$ cat src/rtl/reorder_buffer.sv
// reorder_buffer: in-order retirement buffer. Holds each dispatched
// instruction's stale RW/RS physical registers, tracks completion, and
// retires one finished instruction per cycle in program order, handing the
// stale registers back to the free list.
module reorder_buffer #(
  parameter int DEPTH     = 16,
  parameter int NUM_D_REG = 64,
  parameter int NUM_S_REG = 32,
  localparam int TW = $clog2(DEPTH),
  localparam int RW = $clog2(NUM_D_REG),
  localparam int SW = $clog2(NUM_S_REG)
) (
  input  logic          clk,
  input  logic          rst,
  input  logic          alloc_valid,
  input  logic          alloc_use_rw,
  input  logic [RW-1:0] alloc_old_rw,
  input  logic          alloc_use_rs,
  input  logic [SW-1:0] alloc_old_rs,
  output logic          alloc_ready,
  output logic [TW-1:0] alloc_tag,
  input  logic          done_valid,
  input  logic [TW-1:0] done_tag,
  input  logic          flush,
  output logic          commit_valid,
  output logic          return_r,
  output logic [RW-1:0] r_addr,
  output logic          return_s,
  output logic [SW-1:0] s_addr,
  output logic          empty,
  output logic [TW:0]   count
);

  logic [TW-1:0] head_reg;
  logic [TW-1:0] tail_reg;
  logic [TW:0]   count_reg;

  // Flattened views of the per-entry state so the head slot can be selected.
  logic [DEPTH-1:0] valid_vec;
  logic [DEPTH-1:0] done_vec;
  logic [DEPTH-1:0] use_rw_vec;
  logic [DEPTH-1:0] use_rs_vec;
  logic [RW-1:0]    old_rw_arr [DEPTH];
  logic [SW-1:0]    old_rs_arr [DEPTH];

  logic alloc_fire;

  assign alloc_ready  = (count_reg < (TW+1)'(DEPTH));
  assign alloc_tag    = tail_reg;
  assign empty        = (count_reg == '0);
  assign count        = count_reg;
  assign alloc_fire   = alloc_valid & alloc_ready & ~flush;

  // Retire only a finished head; a flush cancels retirement in its own cycle.
  assign commit_valid = valid_vec[head_reg] & done_vec[head_reg] & ~flush;
  assign return_r     = commit_valid & use_rw_vec[head_reg];
  assign return_s     = commit_valid & use_rs_vec[head_reg];
  assign r_addr       = old_rw_arr[head_reg];
  assign s_addr       = old_rs_arr[head_reg];

  genvar gi;
  generate
    for (gi = 0; gi < DEPTH; gi++) begin : g_entry
      logic          valid_reg;
      logic          done_reg;
      logic          use_rw_reg;
      logic [RW-1:0] old_rw_reg;
      logic          use_rs_reg;
      logic [SW-1:0] old_rs_reg;

      // Entry lifecycle: allocate at tail, mark done from execute, free at commit.
      // Alloc and commit never hit the same slot: that needs count==0 or count==DEPTH.
      always_ff @(posedge clk) begin
        if (rst) begin
          valid_reg  <= 1'b0;
          done_reg   <= 1'b0;
          use_rw_reg <= 1'b0;
          old_rw_reg <= '0;
          use_rs_reg <= 1'b0;
          old_rs_reg <= '0;
        end else if (flush) begin
          valid_reg <= 1'b0;
          done_reg  <= 1'b0;
        end else if (alloc_fire && (tail_reg == TW'(gi))) begin
          valid_reg  <= 1'b1;
          done_reg   <= 1'b0;
          use_rw_reg <= alloc_use_rw;
          old_rw_reg <= alloc_old_rw;
          use_rs_reg <= alloc_use_rs;
          old_rs_reg <= alloc_old_rs;
        end else if (commit_valid && (head_reg == TW'(gi))) begin
          valid_reg <= 1'b0;
          done_reg  <= 1'b0;
        end else if (done_valid && (done_tag == TW'(gi)) && valid_reg) begin
          done_reg <= 1'b1;
        end
      end

      assign valid_vec[gi]  = valid_reg;
      assign done_vec[gi]   = done_reg;
      assign use_rw_vec[gi] = use_rw_reg;
      assign use_rs_vec[gi] = use_rs_reg;
      assign old_rw_arr[gi] = old_rw_reg;
      assign old_rs_arr[gi] = old_rs_reg;
    end
  endgenerate

  // Head/tail pointers wrap naturally at DEPTH; count tells full from empty.
  always_ff @(posedge clk) begin
    if (rst || flush) begin
      head_reg  <= '0;
      tail_reg  <= '0;
      count_reg <= '0;
    end else begin
      if (alloc_fire) begin
        tail_reg <= tail_reg + TW'(1);
      end
      if (commit_valid) begin
        head_reg <= head_reg + TW'(1);
      end
      case ({alloc_fire, commit_valid})
        2'b10:   count_reg <= count_reg + (TW+1)'(1);
        2'b01:   count_reg <= count_reg - (TW+1)'(1);
        default: count_reg <= count_reg;
      endcase
    end
  end

endmodule

$ cat config.mk
export PLATFORM = sky130hd
export DESIGN_NAME = reorder_buffer
export DESIGN_NICKNAME = d
export VERILOG_FILES = /design/src/rtl/reorder_buffer.sv
export SDC_FILE = /design/constraint.sdc
export NUM_CORES = 1
export LEC_CHECK = 0
export CORE_ASPECT_RATIO = 0.9
export CORE_MARGIN = 3
export CORE_UTILIZATION = 40
export CTS_BUF_LIST = sky130_fd_sc_hd__clkbuf_8
export CTS_CLUSTER_DIAMETER = 50
export DETAILED_ROUTE_END_ITERATION = 16
export PLACE_DENSITY = 0.65
export SETUP_SLACK_MARGIN = 0.3
export SYNTH_ARGS = -nofsm -noshare
export SYNTH_HDL_FRONTEND = slang
export SYNTH_SLANG_ARGS = --single-unit
$ cat constraint.sdc
create_clock -name clk -period 6.5 [get_ports clk]
set_input_delay 1.625 -clock clk [delete_from_list [all_inputs] [get_ports clk]]
set_output_delay 1.625 -clock clk [all_outputs]
set_load 0.02 [all_outputs]
======== Yosys cells after proc, flatten, opt, wreduce, memory -nomap -nowiden ========
Index checks and enable logic that the tools add are counted.
operators by class
  add/sub/neg operators ................... 4
  $lt $le $gt $ge ......................... 3
  equal/unequal tests ..................... 47
  multiplexer cells ....................... 47
  bitwise gates (word level) .............. 8
  reductions and logical operators ........ 119
operator list
  operator             count
  $eq 4x4->1 const B   24
  $logic_and 1x1->1    64
  $reduce_or 4->1      16
  $eq 4x3->1 const B   12
  $mux 1               36
  $reduce_bool 2->1    17
  $reduce_and 2->1     16
  $bmux 6 s4           1
  $eq 4x2->1 const B   6
  $bmux 5 s4           1
  $bmux 1 s4           4
  $eq 4x1->1 const B   3
  $logic_not 4->1      3
  $mux 6               2
  $mux 5               2
  $pmux 5 s2           1
  $add 4x1->4 const B  2
  $and 1x1->1          6
  $add 5x1->5 const B  1
  $ge 5x5->1 const B   1
  $logic_not 5->1      1
  $lt 4x5->1 const B   1
  $lt 5x5->1 const B   1
  $not 4->5            1
  other kinds (6)      6
storage, ports and cells
  flip-flop bits (word level) ............. 253
  input port bits ......................... 22
  output and inout bits ................... 25
  word-level logic and storage cells ...... 327

======== Depth between registers and ports, before layout ========
Gate-level depths: netlist of run 1.
  depth after elaboration ................. 7
  gate-level depth with buffers ........... 15
  depth with buffers taken out ............ 12

======== Least setup slack after synthesis of run 1 ========
OpenSTA, ideal clock, no wires.
  path type ............................... input to output
  start point ............................. input port flush
  end point ............................... output port return_r
  data arrival time ....................... 2.881 ns
  required time ........................... 4.875 ns
  setup slack ............................. 1.994 ns
  stages on the path ...................... 5
  path buffers ............................ 0
  cells stage by stage .................... nand2b_1 > a21oi_1 > nand3_2 > a22oi_2 > and2_1
on the way
  cells in the longest elaborated chain, start to end .. 3
ends and longest elaborated chain
  what                        line  RTL
  start, declared             24    input logic flush,
  $not 1->1 (no source line)  --
  $and 1x1->1                 55    assign commit_valid = valid_vec[head_reg] & done_vec[head_reg] & ~flush;
  via commit_valid            25    output logic commit_valid,
  $and 1x1->1                 56    assign return_r = commit_valid & use_rw_vec[head_reg];
  end, declared               26    output logic return_r,
The timed path passes the listed nets, and every way through them passes these cells.

======== Worst setup path after layout of run 1 ========
  start point ............................. input port flush
  end point ............................... output port return_r
on the way
  cells in the longest elaborated chain, start to end .. 3
ends and longest elaborated chain
  what                        line
  $not 1->1 (no source line)  --
  $and 1x1->1                 55
  $and 1x1->1                 56
No other way between the ends.

==> impl_metrics.env, run 1 <==
export IMPL_status="completed"
export IMPL_ir_drop_v=0.000113
export IMPL_arrival_ns=3.92
export IMPL_dp_hpwl_mm=20.2
export IMPL_ys_flop_type="dfxtp_1"
export IMPL_diodes=0
export IMPL_crit_top_cell="clkdlybuf4s50_1"
export IMPL_cts_root_buf="clkbuf_8"
export IMPL_finalSetupViolations=0
export IMPL_post_cts_setup_buffers=0
export IMPL_syn_num_nets=1320
export IMPL_dp_slack_ns=0.949
export IMPL_rsz0062_at_grt="no"
export IMPL_yosysWarnings=0
export IMPL_viasPerCell=5.56
export IMPL_dr_total_vias=9306
export IMPL_end_kind="output pin"
export IMPL_power_mw=3.14
export IMPL_fin_crit_ns=5.55
export IMPL_globalplace_congestion=0.904
export IMPL_grt_max_degree=128
export IMPL_cp_start_kind="input port"
export IMPL_synth_edf_count=0
export IMPL_area_delta_synth_final_pct=13.2
export IMPL_leakage_nw=4.03
export IMPL_required_ns=4.88
export IMPL_portBuffers=46
export IMPL_drtPass1Iterations=5
export IMPL_fin_cells=1673
export IMPL_post_cts_resized=0
export IMPL_placed_cells=1594
export IMPL_fin_worst_skew_ns=0.0171
export IMPL_powerDensity_nw_per_um2=247
export IMPL_routed_wl_mm=30.9
export IMPL_grt_pass1_vias=9032
export IMPL_async_flop_share=0
export IMPL_grt_pass1_wl_mm=49.6
export IMPL_numCtsBuffers=44
export IMPL_critPathSlowestCell="clkdlybuf4s50_1"
export IMPL_clockBufferDepth=3
export IMPL_critPathMaxStageDelay_ns=0.60
export IMPL_n_fill_cell=2572
export IMPL_tightest_slew_ns=1.18
export IMPL_postLayoutCellArea_um2=12700
export IMPL_initial_core_util=0.411
export IMPL_ys_seq_area_frac=0.451
export IMPL_synthCells=1287
export IMPL_holdWs_ns=0.449
export IMPL_die_h_um=165
export IMPL_grt_usage=0.205
export IMPL_hold_viol=0
export IMPL_gr_total_overflow=0
export IMPL_final_nets=1319
export IMPL_fin_util=0.466
export IMPL_timing_final_crit_share=0.853
export IMPL_drt_iter0_markers=786
export IMPL_clkSinkCount=253
export IMPL_fp_dieW_um=183
export IMPL_cts_max_level=2
export IMPL_worstHoldPathType="reg -> reg"
export IMPL_drive_gt1_frac=0.130
export IMPL_largest_reg_flops=96
export IMPL_die_area_um2=30100
export IMPL_slew_viol_final=0
export IMPL_maxSlewHeadroom=0.209
export IMPL_clkLatencyLatePin_ns=0.56
export IMPL_rows=57
export IMPL_worstPathCellList="clkdlybuf4s50_1 -> nand2b_1 -> a21oi_1 -> nand3_2 -> a22oi_2 -> and2_1 -> clkdlybuf4s50_1"
export IMPL_core_um2=27300
export IMPL_antenna_left=0
export IMPL_cts_tree="done"
export IMPL_clkTransAtPathRegs_ns=0.06
export IMPL_synth_distinct_cells=48
export IMPL_wire_per_inst_um=18.5
export IMPL_cap_violations=0
export IMPL_fin_ws_ns=0.954
export IMPL_synth_seq_cells=253
export IMPL_drc=0
export IMPL_ios=47
export IMPL_antenna_found_initial=0
export IMPL_fin_tns_setup_ns=0
export IMPL_path_class="in -> out"
export IMPL_postSynthAreaPerCell_um2=8.73
export IMPL_fmax_ghz=0.180
export IMPL_cp_max_fo=7
export IMPL_dpl_cell_area_um2=11800
export IMPL_syn_cell_area_um2=11200
export IMPL_hold_buffers=0
==> layout make-up <==
class	count	area, um^2	share of cell area
multi-input combinational	914	5680	0.447
sequential	253	5070	0.399
clock buffer	55	757	0.0595
timing repair buffer	64	597	0.0469
tap	354	443	0.0348
clock inverter	24	134	0.0105
inverter	9	33.8	0.00266
==> kinds of logic after synthesis <==
group                    Yosys count  share of synthesized area
XOR/XNOR                           7                    0.00546
multiplexers                      83                      0.147
buffers and inverters            120                     0.0451
adder cells (fa/ha/maj)           11                     0.0122
flip-flops                       253                      0.451
AO/OA/AOI/OAI                    296                      0.151
AND/OR/NAND/NOR                  517                      0.188
==> synthesized netlist by cell type (all sizes together), types with 2 or more instances <==
cell,instances,area [um^2]
a211o,2,17.5
a2111oi,16,190
and2,4,25.0
ha,11,138
a22oi,4,35.0
clkbuf,81,304
xnor2,3,26.3
nand2b,3,18.8
dfxtp,253,5060
mux4,66,1490
inv,8,30.0
nand2,434,1630
buf,30,169
o21ai,19,95.1
a21o,2,15.0
nor2,26,97.6
a31oi,33,206
mux2i,17,170
nand4,6,37.5
a21oi,215,1080
xor2,4,35.0
or3,2,12.5
nand3,15,80.1
nor3b,2,20.0
nand3b,2,15.0
nor3,9,82.6
nor2b,7,43.8
or4,2,15.0
==> critical path: cells and delay by family <==
family | cells | cell delay [ns]
simple gates | 3 | 0.59
buf+inv | 2 | 1.09
compound gates | 2 | 0.61
==> power breakdown <==
| part | internal (mW) | switching [mW] |
|---|---|---|
| sequential | 1.56 | 0.00353 |
| clock | 0.803 | 0.660 |
| combinational | 0.0360 | 0.0809 |
| total | 2.39 | 0.744 |
==> layout by cell type (no fill, tap or decap), types with 4 or more instances in the layout <==
cell type	instances
a2111oi_0	8
a2111oi_2	8
a21oi_1	215
a31oi_1	33
and2_1	4
buf_4	18
clkbuf_8	55
clkdlybuf4s50_1	45
clkinv_2	4
dfxtp_1	251
ha_1	11
inv_1	24
mux2i_1	17
mux4_2	66
nand2_1	434
nand3_1	14
nand4_1	6
nor2_1	26
nor2b_1	7
nor3_2	6
o21ai_0	19
xor2_1	4
==> metal layers <==
metal / GRT usage / share of wire / vias to the layer above
li1: - / - / 4456
met1: 0.279 / 0.43 / 4504
met2: 0.337 / 0.47 / 312
met3: 0.0341 / 0.071 / 34
met4: 0.0647 / 0.019 / 0
met5: 0 / 0 / -
==> path summary, 6_finish.rpt <==
path | from | endpoint | slack (ns) | depth (start not counted)
max | flush | return_r | 0.95 | 7
min reg2reg | g_entry[15].use_rw_reg | g_entry[15].use_rw_reg | 0.45 | 2
max reg2reg | head_reg[1] | count[4] | 2.47 | 13
min | g_entry[15].use_rw_reg | g_entry[15].use_rw_reg | 0.45 | 2
No activity file was read; power rests on OpenSTA's default activity.
==> run 2: changes to the inputs <==
--- a/config.mk
+++ b/config.mk
@@ -5,12 +5,12 @@
 export SDC_FILE = /design/constraint.sdc
 export NUM_CORES = 1
 export LEC_CHECK = 0
-export CORE_ASPECT_RATIO = 0.9
 export CORE_MARGIN = 3
 export CORE_UTILIZATION = 40
 export CTS_BUF_LIST = sky130_fd_sc_hd__clkbuf_8
 export CTS_CLUSTER_DIAMETER = 50
 export DETAILED_ROUTE_END_ITERATION = 16
+export GPL_TIMING_DRIVEN = 1
 export PLACE_DENSITY = 0.65
 export SETUP_SLACK_MARGIN = 0.3
 export SYNTH_ARGS = -nofsm -noshare
==> impl_metrics.env, run 2 (same netlist as run 1, synthesis figures left out) <==
export IMPL_status="completed"
export IMPL_reg2regPathDepth=12
export IMPL_worstHoldPathCells=2
export IMPL_drt_iter0_markers=882
export IMPL_dr_total_vias=9275
export IMPL_whs_endpoint="g_entry[8].use_rs_reg"
export IMPL_grt_pass1_vias=8935
export IMPL_drc=0
export IMPL_clkLatencyLatePin_ns=0.56
export IMPL_fmax_ghz=0.180
export IMPL_power_mw=3.13
export IMPL_powerDensity_nw_per_um2=245
export IMPL_startpoint="flush"
export IMPL_timing_rr_start="head_reg[1]"
export IMPL_path_class="in -> out"
export IMPL_fin_tns_setup_ns=0
export IMPL_hold_viol=0
export IMPL_die_area_um2=30100
export IMPL_grt_max_degree=135
export IMPL_cap_violations=0
export IMPL_fp_dieW_um=174
export IMPL_gr_total_overflow=0
export IMPL_n_fill_cell=2593
export IMPL_fin_crit_ns=5.55
export IMPL_drive_gt1_frac=0.129
export IMPL_timing_final_crit_share=0.854
export IMPL_cp_start_kind="input port"
export IMPL_antenna_found_initial=0
export IMPL_initial_core_util=0.412
export IMPL_routed_wl_mm=31.5
export IMPL_leakage_nw=4.03
export IMPL_clockBufferDepth=3
export IMPL_area_delta_synth_final_pct=13.4
export IMPL_cts_max_level=2
export IMPL_antenna_left=0
export IMPL_min_delay_start="g_entry[8].use_rs_reg"
export IMPL_p_clk_frac=0.464
export IMPL_portBuffers=46
export IMPL_rsz0062_at_grt="no"
export IMPL_numCtsBuffers=43
export IMPL_power_internal_mw=2.40
export IMPL_grt_pass1_wl_mm=50.3
export IMPL_arrival_ns=3.93
export IMPL_post_cts_setup_buffers=0
export IMPL_globalplace_congestion=0.905
export IMPL_clkSinkCount=253
export IMPL_wire_per_inst_um=18.6
export IMPL_seqPwrFrac=0.499
export IMPL_fin_worst_skew_ns=0.0315
export IMPL_ff2ff_setup_slack_ns=2.60
export IMPL_cts_tree="done"
export IMPL_maxSlewHeadroom=0.247
export IMPL_worstHoldPathType="reg -> reg"
export IMPL_cts_root_buf="clkbuf_8"
export IMPL_hold_buffers=0
export IMPL_ir_drop_v=0.000107
export IMPL_rows=60
export IMPL_required_ns=4.88
export IMPL_reg2reg_to="count[4]"
export IMPL_cp_max_fo=7
export IMPL_layout_common_cells="nand2_1, dfxtp_1, a21oi_1, mux4_2, clkbuf_8"
export IMPL_final_nets=1319
export IMPL_power_frac_comb=0.037
export IMPL_tightest_slew_ns=1.12
export IMPL_clkTransAtPathRegs_ns=0.06
export IMPL_drtPass1Iterations=5
export IMPL_dp_hpwl_mm=20.1
export IMPL_viasPerCell=5.48
export IMPL_die_h_um=174
export IMPL_swShare=0.234
export IMPL_diodes=0
export IMPL_netSwitchingPower_mw=0.732
export IMPL_final_common_cell="nand2_1"
export IMPL_core_um2=27300
export IMPL_largest_reg_flops=96
export IMPL_grt_usage=0.205
export IMPL_ios=47
export IMPL_end_kind="output pin"
export IMPL_slew_viol_final=0
export IMPL_post_cts_resized=0
export IMPL_finalSetupViolations=0
==> run 2: cell count changes in the layout (fill, tap and decap cells not counted), sizes merged <==
cell	delta
inv	+1
clkinv	-1
clkinvlp	-1
buf	+1
==> run 2: metal layers <==
layer | wire, um | global-route usage | up-vias | part of all wire
met4 | 848 | 0.0721 | 0 | 0.027
met2 | 14900 | 0.331 | 291 | 0.47
met3 | 1960 | 0.0315 | 54 | 0.062
met1 | 13700 | 0.282 | 4475 | 0.44
met5 | 0 | 0 | - | 0
li1 | - | - | 4455 | -
==> run 2: worst max-delay path: stages <==
cell and delay [ns]:
clkdlybuf4s50_1 0.48, nand2b_1 0.19, a21oi_1 0.19, nand3_2 0.22, a22oi_2 0.43, and2_1 0.19, clkdlybuf4s50_1 0.60
==> run 2: worst max-delay path by stage <==
stage	end	slack [ns]
finish	return_s	0.95
CTS	return_s	0.92
global placement	return_s	0.96
detailed placement	return_s	0.92
global route	return_r	0.81
floorplan	return_r	1.99
==> run 2: through the flow <==
stage | worst slack, ns | hold slack [ns] | instance area (um^2) | utilization | instances
floorplan | 1.99 | 0.433 | 11200 | - | 1287
global placement | 0.958 | 0.438 | 11800 | 0.435 | 1613
detailed placement | 0.925 | 0.445 | 11800 | 0.435 | 1613
CTS | 0.919 | 0.453 | 12700 | 0.467 | 1691
global route | 0.813 | 0.462 | 12700 | 0.467 | 1691
finish | 0.946 | 0.452 | 12700 | 0.467 | 1691
==> run 2: cell type report <==
type                            count  area (um^2)  area share
Multi-Input combinational cell    914         5670       0.445
Sequential cell                   253         5070       0.398
Clock buffer                       55          757      0.0594
Timing Repair Buffer               65          604      0.0474
Tap cell                          372          465      0.0365
Clock inverter                     23          136      0.0107
Inverter                            9         33.8     0.00265
==> run 2: power by group through the flow <==
stage	registers [mW]	clock network (mW)	logic (mW)
floorplan	1.59	0	0.0715
global placement	1.59	0	0.115
detailed placement	1.59	0	0.116
CTS	1.56	1.48	0.116
global route	1.56	1.54	0.126
finish	1.56	1.45	0.117
==> run 3: changes to the inputs <==
--- a/config.mk
+++ b/config.mk
@@ -10,8 +10,9 @@
 export CTS_BUF_LIST = sky130_fd_sc_hd__clkbuf_8
 export CTS_CLUSTER_DIAMETER = 50
 export DETAILED_ROUTE_END_ITERATION = 16
+export DONT_BUFFER_PORTS = 1
 export GPL_TIMING_DRIVEN = 1
-export PLACE_DENSITY = 0.65
+export PLACE_DENSITY = 0.63
 export SETUP_SLACK_MARGIN = 0.3
 export SYNTH_ARGS = -nofsm -noshare
 export SYNTH_HDL_FRONTEND = slang
==> constraint.sdc (replaced) <==
create_clock -name clk -period 6.5 [get_ports clk]
set_input_delay 1.625 -clock clk [delete_from_list [all_inputs] [get_ports clk]]
set_output_delay 1.625 -clock clk [all_outputs]
set_load 0.1 [all_outputs]
==> impl_metrics.env, run 3 (same netlist as run 1, synthesis figures left out) <==
export IMPL_largest_reg_flops=96
export IMPL_fin_cells=1630
export IMPL_cp_start_kind="input port"
export IMPL_clkSinkCount=253
export IMPL_end_kind="output pin"
export IMPL_critPathSlowestCell="and2_1"
export IMPL_required_ns=4.88
export IMPL_finalSetupViolations=0
export IMPL_dr_total_vias=9040
export IMPL_clockBufferDepth=3
export IMPL_numCtsBuffers=41
export IMPL_slew_viol_final=0
export IMPL_wire_per_inst_um=18.5
export IMPL_power_mw=2.95
export IMPL_cts_tree="done"
export IMPL_drtPass1Iterations=7
export IMPL_post_cts_resized=0
export IMPL_die_area_um2=30100
export IMPL_fmax_ghz=0.193
export IMPL_cap_violations=0
export IMPL_antenna_found_initial=0
export IMPL_area_delta_synth_final_pct=8.14
export IMPL_post_cts_setup_buffers=0
export IMPL_tightest_slew_ns=1.21
export IMPL_viasPerCell=5.55
export IMPL_postLayoutCellArea_um2=12200
export IMPL_clkLatencyLatePin_ns=0.54
export IMPL_n_fill_cell=2567
export IMPL_fp_dieW_um=174
export IMPL_worstPathCellList="nand2b_1 -> a21oi_1 -> nand3_2 -> a22oi_2 -> buf_4 -> and2_1"
export IMPL_drt_iter0_markers=926
export IMPL_layout_common_cells="nand2_1, dfxtp_1, a21oi_1, mux4_2, clkbuf_8"
export IMPL_ir_drop_v=0.000127
export IMPL_hold_buffers=0
export IMPL_ios=47
export IMPL_fin_crit_ns=5.19
export IMPL_cp_max_fo=7
export IMPL_powerDensity_nw_per_um2=243
export IMPL_antenna_left=0
export IMPL_grt_pass1_vias=8712
export IMPL_diodes=0
export IMPL_path_class="in -> out"
export IMPL_placed_cells=1564
export IMPL_timing_final_crit_share=0.798
export IMPL_final_nets=1268
export IMPL_portBuffers=0
export IMPL_rsz0062_at_grt="no"
export IMPL_worstHoldPathType="reg -> reg"
export IMPL_die_h_um=174
export IMPL_rows=60
export IMPL_hold_viol=0
export IMPL_grt_pass1_wl_mm=48.6
export IMPL_maxSlewHeadroom=0.192
export IMPL_gr_total_overflow=0
export IMPL_critPathMaxStageDelay_ns=0.83
export IMPL_grt_usage=0.196
export IMPL_routed_wl_mm=30.1
export IMPL_drc=0
export IMPL_dpl_cell_area_um2=11400
export IMPL_fin_tns_setup_ns=0
export IMPL_fin_util=0.446
export IMPL_arrival_ns=3.56
export IMPL_initial_core_util=0.412
export IMPL_fin_worst_skew_ns=0.0205
export IMPL_dp_hpwl_mm=19.6
export IMPL_status="completed"
export IMPL_cts_root_buf="clkbuf_8"
export IMPL_final_common_cell="nand2_1"
export IMPL_globalplace_congestion=0.876
export IMPL_crit_buf_inv=1
export IMPL_leakage_nw=3.78
export IMPL_multi_input_area_um2=5680
export IMPL_core_um2=27300
export IMPL_register_area_um2=5070
export IMPL_cts_max_level=2
export IMPL_grt_max_degree=211
export IMPL_cpLargestDelayFamily="simple AND/OR/NAND/NOR gates"
export IMPL_clkTransAtPathRegs_ns=0.06
export IMPL_drive_gt1_frac=0.130
[run 3: layout make-up]
cell class	instances	area share
Timing Repair Buffer	16	0.00988
Sequential cell	253	0.418
Tap cell	372	0.0383
Inverter	9	0.00278
Multi-Input combinational cell	914	0.468
Clock inverter	14	0.00484
Clock buffer	52	0.0589
[run 3: layer usage]
metal,track usage,vias to the layer above,routed length [um]
li1,-,4330,-
met1,0.267,4370,13400
met5,0,-,0
met2,0.312,298,14100
met3,0.0357,42,1840
met4,0.0747,0,839
[run 3: path summary, 6_finish.rpt]
path	slack, ns	to	cells after the start	from
worst max-delay path	1.31	return_r	6	flush
worst min-delay path	0.45	g_entry[11].old_rs_reg[4]	2	g_entry[11].old_rs_reg[4]
worst max register to register	2.70	count[4]	13	head_reg[2]
worst min register to register	0.45	g_entry[11].old_rs_reg[4]	2	g_entry[11].old_rs_reg[4]
[run 3: worst min-delay path: stages (launching register included)]
cell and delay, ns:
dfxtp_1 0.31, nand2_1 0.05, a21oi_1 0.05
[run 3: power breakdown]
group          internal [mW]  total (mW)  leakage (nW)  switching (mW)
Combinational         0.0184      0.0721          1.30          0.0537
Sequential              1.56        1.56          2.04         0.00780
Clock                  0.711        1.32         0.446           0.607
Total                   2.29        2.95          3.78           0.669
[run 3: through the flow]
stage / setup slack [ns] / hold WS, ns
CTS: 1.30 / 0.452
global route: 1.20 / 0.468
global placement: 1.32 / 0.437
detailed placement: 1.30 / 0.443
finish: 1.31 / 0.452
floorplan: 0.778 / 0.433
